===== src/rtl/line_packetizer.sv =====
// Frames each CCD scan line into a byte packet (header, big-endian pixels, trailer)
// for the USB TX FIFO, buffering pixels because the pixel source cannot be stalled.
module line_packetizer #(
    parameter int          PIX_PER_LINE = 3648,
    parameter int          FIFO_AW      = 8,
    parameter logic [15:0] SYNC_WORD    = 16'hA55A
) (
    input  logic        clk,
    input  logic        rst,
    input  logic        en,
    input  logic        line_sync,
    input  logic        pix_valid,
    input  logic [15:0] pix_data,
    input  logic        tx_full,
    output logic        tx_wrreq,
    output logic [7:0]  tx_data,
    output logic [15:0] line_cnt,
    output logic [15:0] missed_lines,
    output logic        overflow,
    output logic        busy
);

    localparam int          DEPTH    = 2 ** FIFO_AW;
    localparam logic [15:0] PPL      = 16'(PIX_PER_LINE);
    localparam logic [15:0] PPL_LAST = 16'(PIX_PER_LINE - 1);

    typedef enum logic [2:0] {
        S_IDLE,
        S_HDR,
        S_PIX_HI,
        S_PIX_LO,
        S_TRL
    } state_t;

    state_t             state, state_nxt;
    logic [2:0]         idx, idx_nxt;
    logic [15:0]        k, k_nxt;
    logic [15:0]        cur_word, cur_word_nxt;
    logic               cur_from_fifo, cur_from_fifo_nxt;
    logic [15:0]        checksum, cksum_nxt;
    logic [1:0]         flags;
    logic [15:0]        pkt_line;
    logic               capture_active;
    logic [15:0]        cap_n;
    logic               emit, done, pop;
    logic [7:0]         emit_byte;

    logic [15:0]        mem [DEPTH];
    logic [FIFO_AW-1:0] wr_ptr, rd_ptr;
    logic [FIFO_AW:0]   count;
    logic               fifo_empty, fifo_full;
    logic [15:0]        fifo_head;

    logic               accept, pix_take, fifo_wr;

    assign busy       = capture_active || (state != S_IDLE);
    assign accept     = line_sync && en && !busy;
    assign pix_take   = capture_active && en && pix_valid;
    assign fifo_empty = (count == '0);
    // Occupancy is one bit wider than the pointers, so its MSB alone marks full.
    assign fifo_full  = count[FIFO_AW];
    assign fifo_wr    = pix_take && !fifo_full;
    assign fifo_head  = mem[rd_ptr];

    // NOTE: pixel storage has no reset; occupancy and pointers define what is valid,
    // and leaving the array unreset lets it map onto block RAM.
    always_ff @(posedge clk) begin
        if (fifo_wr) mem[wr_ptr] <= pix_data;
    end

    // NOTE: every signal assigned here gets a default first so no latch is inferred;
    // blocking assignments are correct in combinational logic.
    always_comb begin
        state_nxt         = state;
        idx_nxt           = idx;
        k_nxt             = k;
        cur_word_nxt      = cur_word;
        cur_from_fifo_nxt = cur_from_fifo;
        cksum_nxt         = checksum;
        emit              = 1'b0;
        emit_byte         = 8'h00;
        pop               = 1'b0;
        done              = 1'b0;
        case (state)
            S_IDLE: begin
                if (accept) begin
                    state_nxt = S_HDR;
                    idx_nxt   = '0;
                end
            end
            S_HDR: begin
                if (!tx_full) begin
                    emit = 1'b1;
                    case (idx)
                        3'd0:    emit_byte = SYNC_WORD[15:8];
                        3'd1:    emit_byte = SYNC_WORD[7:0];
                        3'd2:    emit_byte = pkt_line[15:8];
                        3'd3:    emit_byte = pkt_line[7:0];
                        3'd4:    emit_byte = PPL[15:8];
                        default: emit_byte = PPL[7:0];
                    endcase
                    if (idx == 3'd5) begin
                        state_nxt = S_PIX_HI;
                        idx_nxt   = '0;
                        k_nxt     = '0;
                    end else begin
                        idx_nxt = idx + 3'd1;
                    end
                end
            end
            S_PIX_HI: begin
                // Pad with zeros only once capture can no longer supply the word.
                if (!tx_full && (!fifo_empty || !capture_active)) begin
                    cur_word_nxt      = fifo_empty ? 16'h0000 : fifo_head;
                    cur_from_fifo_nxt = !fifo_empty;
                    emit              = 1'b1;
                    emit_byte         = cur_word_nxt[15:8];
                    state_nxt         = S_PIX_LO;
                end
            end
            S_PIX_LO: begin
                if (!tx_full) begin
                    emit      = 1'b1;
                    emit_byte = cur_word[7:0];
                    pop       = cur_from_fifo;
                    cksum_nxt = checksum + cur_word;
                    if (k == PPL_LAST) begin
                        state_nxt = S_TRL;
                        idx_nxt   = '0;
                    end else begin
                        k_nxt     = k + 16'd1;
                        state_nxt = S_PIX_HI;
                    end
                end
            end
            S_TRL: begin
                if (!tx_full) begin
                    emit = 1'b1;
                    case (idx)
                        3'd0:    emit_byte = {6'b0, flags};
                        3'd1:    emit_byte = checksum[15:8];
                        default: emit_byte = checksum[7:0];
                    endcase
                    if (idx == 3'd2) begin
                        state_nxt = S_IDLE;
                        done      = 1'b1;
                    end else begin
                        idx_nxt = idx + 3'd1;
                    end
                end
            end
            default: state_nxt = S_IDLE;
        endcase
    end

    always_ff @(posedge clk) begin
        if (rst) begin
            state          <= S_IDLE;
            idx            <= '0;
            k              <= '0;
            cur_word       <= '0;
            cur_from_fifo  <= 1'b0;
            checksum       <= '0;
            flags          <= '0;
            pkt_line       <= '0;
            capture_active <= 1'b0;
            cap_n          <= '0;
            wr_ptr         <= '0;
            rd_ptr         <= '0;
            count          <= '0;
            line_cnt       <= '0;
            missed_lines   <= '0;
            overflow       <= 1'b0;
            tx_wrreq       <= 1'b0;
            tx_data        <= '0;
        end else begin
            state         <= state_nxt;
            idx           <= idx_nxt;
            k             <= k_nxt;
            cur_word      <= cur_word_nxt;
            cur_from_fifo <= cur_from_fifo_nxt;
            checksum      <= accept ? 16'h0000 : cksum_nxt;
            tx_wrreq      <= emit;
            if (emit) tx_data <= emit_byte;
            if (done) line_cnt <= line_cnt + 16'd1;
            if (line_sync && en && busy && missed_lines != 16'hFFFF)
                missed_lines <= missed_lines + 16'd1;

            if (accept) begin
                capture_active <= 1'b1;
                cap_n          <= '0;
                flags          <= '0;
                pkt_line       <= line_cnt;
            end else if (capture_active && !en) begin
                capture_active <= 1'b0;
                flags[1]       <= 1'b1;
            end else if (pix_take) begin
                cap_n <= cap_n + 16'd1;
                if (cap_n == PPL_LAST) capture_active <= 1'b0;
                if (fifo_full) begin
                    overflow <= 1'b1;
                    flags[0] <= 1'b1;
                end
            end

            if (fifo_wr) wr_ptr <= wr_ptr + 1'b1;
            if (pop)     rd_ptr <= rd_ptr + 1'b1;
            case ({fifo_wr, pop})
                2'b10:   count <= count + 1'b1;
                2'b01:   count <= count - 1'b1;
                default: count <= count;
            endcase
        end
    end

endmodule


===== config.mk =====
export PLATFORM = sky130hd
export DESIGN_NAME = line_packetizer
export DESIGN_NICKNAME = d
export VERILOG_FILES = /design/src/rtl/line_packetizer.sv
export SDC_FILE = /design/constraint.sdc
export NUM_CORES = 2
export LEC_CHECK = 0
export CORE_UTILIZATION = 55
export DETAILED_ROUTE_END_ITERATION = 7
export GPL_TIMING_DRIVEN = 0
export HOLD_SLACK_MARGIN = 0.12
export PLACE_DENSITY_LB_ADDON = 0.08
export SLEW_MARGIN = 0
export SYNTH_ARGS = -nofsm -noshare
export SYNTH_HDL_FRONTEND = slang
export SYNTH_SLANG_ARGS = --single-unit
export TNS_END_PERCENT = 1

===== constraint.sdc =====
create_clock -name clk -period 3.45 [get_ports clk]
set_input_delay 0.69 -clock clk [delete_from_list [all_inputs] [get_ports clk]]
set_output_delay 0.69 -clock clk [all_outputs]
set_load 0.01 [all_outputs]

==> summary.md <==
Setup violations remaining at the end of the flow were counted as 164. Global routing used 44.03% of the available tracks. Once layout is complete, the utilization of the core stands at 66.81%. The worst path required time was 4360 ps. Share of the cycle needed by the critical path after routing: 118.2%.

The first global-routing pass estimated 849.2 mm of wire. For the setup TNS after final layout, the log shows -17970 ps. The worst hold path passes through 4 cells. Worst hold path class: in2reg.

STA classifies the critical path startpoint as a register. For the pin with the worst max-slew slack, the measured transition is 1655 ps. Counting the buffers created by CTS gives 428.

The depth of the worst register-to-register path is 8. The logs give 3 for the total of max-cap violations and 445.1 mm for the final HPWL from detailed placement. 65 I/O pins were placed. The netlist uses 75 different library cells. At the later pin of the worst-skew pair, clock insertion delay measures 1040 ps.

Starting density of the core: 55.27%. After detailed routing, the met3 layer carries 104.1 mm of wire. The run gives 74 as the number of antenna violations at the first check in global routing. The most numerous cell type found on the critical path is sky130_fd_sc_hd__clkbuf_2. The tools report the via count of the first global-routing pass as 87460. The tools report the first-pass detailed-route iteration total as 8. The tools report the core area as 299500 µm².

Across the VDD grid, the largest voltage drop is 491.3 µV. Dividing the detail-routed via count by the number of cells gives 7.287. For this run, the slowest stage of the critical path takes 810 ps.

From left edge to right edge, the die measures 550.6 µm. The number of max-slew violations in the final report is 29, and the fraction of synthesis flops using an asynchronous set or reset pin is 0%. The buffer and inverter count on the worst path came out at 3.

Headroom to the max-slew limit came out at -10.31%. The DRC violation count after routing was 1; the clock transition at the register clock pins on the worst setup and hold paths after CTS was 70 ps. The clock tree root driver cell was sky130_fd_sc_hd__clkbuf_16. In this run the vertical extent of the chip is 550.6 µm. The post-route worst setup slack is -627.6 ps, and the maximum number of pins on one net before global-route repair is 161. The wire length per cell is 50.96 µm, and the final global-route overflow total is 0. Once detail routing completed, the nets flagged for antenna violations numbered 0. The highest layer touched by signal routing is met5.

The logs give 165500 µm² for the combined area of all synthesized cells and 245.2 MHz for the upper clock frequency limit. Synthesis produced a netlist with a net count of 7727. Between clock sinks in the finished design, the worst skew comes to 101.4 ps. Setup repair after global routing could not meet its margin everywhere. The logs give 201 for the site row count and 0 for the total count of hold-check failures in the final report. From synthesis to final layout, the design area changed by 20.88%.

For the finished layout, the period the worst path requires is 4078 ps. The final net count is 8767, and the leakage power is 61.74 nW. In the final routing, the length of wire on met1 measures 227.1 mm.

The primary flip-flop cell chosen by synthesis mapping was sky130_fd_sc_hd__edfxtp_1. Hold repair after CTS inserted 0 buffers. Data arrives at the worst endpoint at 4980 ps. The critical path goes through clkbuf_2 -> clkbuf_2 -> nand2_1 -> nand3_2 -> nand4_1 -> a32o_2 -> buf_12 -> a21oi_1. TritonCTS built the clock tree.

The synthesized flop and latch total is 4261. The checks that failed: DRC, capacitance limit, slew limit, setup timing. The mean instance size in the synthesized netlist is 21.59 µm², and the number of synthesized flops with an enable pin is 4096. The proportion of synthesized chip area in sequential cells was 76.29%; the buffer depth of the longest clock path was 4. The tools report the via count as 95300.

The slowest cell on the critical path is sky130_fd_sc_hd__dfxtp_1. The tools report the routed length on met2 as 278.3 mm. Routability-driven placement finished with a final weighted congestion of 1.072. The detailed router finished its first iteration with 18100 violations. The die outline area is 303200 µm².

For this design the ratio of total power to cell area is 525.5 nW/µm². For this run, the number of Yosys warnings is 0. Start-to-end type of the worst setup path: reg2reg. The run gives 4261 as the number of clock sinks seen by CTS.

The worst setup path is captured at a register. Post-synthesis cell count: 7666. For the H-tree depth, the log shows 5. The flow ran to the end, but the final reports show violations. The critical path depth was 8; the proportion of layout cells with a drive suffix above 1 was 35.32%. Cell class contributing the biggest share of worst-path delay: buffers and inverters. In this run the worst path has a maximum fanout of 10.

The number of port buffers is 63. After detailed routing, the total wire length is 666.4 mm.
[flip-flops by register name, indices dropped and copies added, names as in the netlist, named ones only]
signal / cells
mem: 4096
cap_n: 16
checksum: 16
cur_word: 16
k: 16
line_cnt: 16
missed_lines: 16
pkt_line: 16
count: 9
rd_ptr: 8
tx_data: 8
wr_ptr: 8
idx: 3
state: 3
flags: 2
capture_active: 1
cur_from_fifo: 1
overflow: 1
tx_wrreq: 1
[what timing repair did]
action / CTS / global route
gates cloned: 1 / 7
endpoints found under the setup margin: 4126 / 1133
pin swaps: 46 / 37
resized for setup: 1024 / 286
setup buffers: 140 / 151
[per-stage QoR]
stage	cell area, µm²	hold WS, ps	instances	setup slack (ps)	power (mW)
6_report	200100	193.0	13080	-627.6	105.1
5_1_grt	200000	226.5	13030	-304.4	107.0
4_1_cts	197200	208.7	12870	-351.1	105.0
3_5_place_dp	177300	452.4	11940	-3408	59.02
3_3_place_gp	171100	448.1	11690	-6108	59.42
2_1_floorplan	165500	426.8	7666	4.991	57.97
[final cells by class]
| type | count | area (µm²) |
|---|---|---|
| Timing Repair Buffer | 613 | 8914 |
| Fill cell | 19160 | 99420 |
| Antenna cell | 52 | 130.1 |
| Multi-Input combinational cell | 2959 | 39450 |
| Buffer | 419 | 6132 |
| Inverter | 24 | 93.84 |
| Clock inverter | 272 | 2897 |
| Clock buffer | 520 | 11220 |
| Sequential cell | 4261 | 126300 |
| Tap cell | 3958 | 4952 |
[final timing paths]
path                startpoint            to  slack (ps)
setup reg to reg      register    tx_data[7]        -630
setup / recovery      register    tx_data[7]        -630
hold reg to reg   cur_word[11]  cur_word[11]         470
hold / removal              en      flags[1]         190
[cell families (layout without fill, tap and decap cells)]
| group | after synthesis | in the layout | share of synthesized area, % |
|---|---|---|---|
| DFF | 4261 | 4261 | 76.29 |
| muxes | 1350 | 1350 | 16.81 |
| adders and majority gates | 39 | 39 | 0.3038 |
| AOI/OAI and AO/OA | 506 | 506 | 1.983 |
| buffers and inverters | 446 | 1848 | 1.583 |
| and+or+nand+nor | 981 | 981 | 2.588 |
| other | 0 | 52 | 0 |
| xor gates and xnor gates | 83 | 83 | 0.4391 |
[routing by layer]
| layer | GRT usage (%) | vias to the layer above |
|---|---|---|
| li1 | - | 34330 |
| met1 | 56.80 | 50360 |
| met2 | 60.70 | 8474 |
| met3 | 18.74 | 2091 |
| met4 | 30.23 | 46 |
| met5 | 0.2033 | - |
[Yosys cell counts (40+ instances only)]
master / n / share of area, %
sky130_fd_sc_hd__edfxtp_1: 4096 / 74
sky130_fd_sc_hd__mux4_2: 1140 / 16
sky130_fd_sc_hd__nor2_1: 454 / 1.0
sky130_fd_sc_hd__nand2_1: 259 / 0.59
sky130_fd_sc_hd__mux2i_1: 170 / 1.0
sky130_fd_sc_hd__dfxtp_1: 165 / 2.0
sky130_fd_sc_hd__clkbuf_1: 147 / 0.33
sky130_fd_sc_hd__a21oi_1: 146 / 0.44
sky130_fd_sc_hd__buf_2: 115 / 0.35
sky130_fd_sc_hd__buf_4: 71 / 0.32
sky130_fd_sc_hd__o22ai_1: 70 / 0.26
sky130_fd_sc_hd__buf_6: 61 / 0.41
sky130_fd_sc_hd__o21ai_0: 58 / 0.18
sky130_fd_sc_hd__nand3_1: 56 / 0.17
sky130_fd_sc_hd__nor2b_1: 56 / 0.21
sky130_fd_sc_hd__a211oi_1: 53 / 0.24
sky130_fd_sc_hd__xor2_1: 53 / 0.28
sky130_fd_sc_hd__mux2_2: 40 / 0.27
[tightest hold or removal path, stage by stage]
cell and delay [ps]:
sky130_fd_sc_hd__dlymetal6s2s_1 200, sky130_fd_sc_hd__inv_1 80, sky130_fd_sc_hd__a21oi_1 60, sky130_fd_sc_hd__nor2_1 70
[placed cells by master, fill, tap and decap left out, drive strengths merged, types with 43 or more instances in the layout]
cell type	count
mux4	1140
o21ai	68
nor2	454
a211oi	54
diode	52
nor2b	56
clkbuf	650
xor2	53
dfxtp	165
clkdlybuf4s50	46
nand3	56
clkinv	201
edfxtp	4096
buf	855
o22ai	70
bufinv	43
nand2	259
mux2i	170
a21oi	146
[report_power, final]
part,switching [mW],internal [mW],total (mW),leakage [nW]
logic,1.10,0.195,1.29,16.8
registers,0.0162,56.7,56.7,38.1
clock network,20.7,26.5,47.2,6.82
No activity file was read; power rests on OpenSTA's default activity.
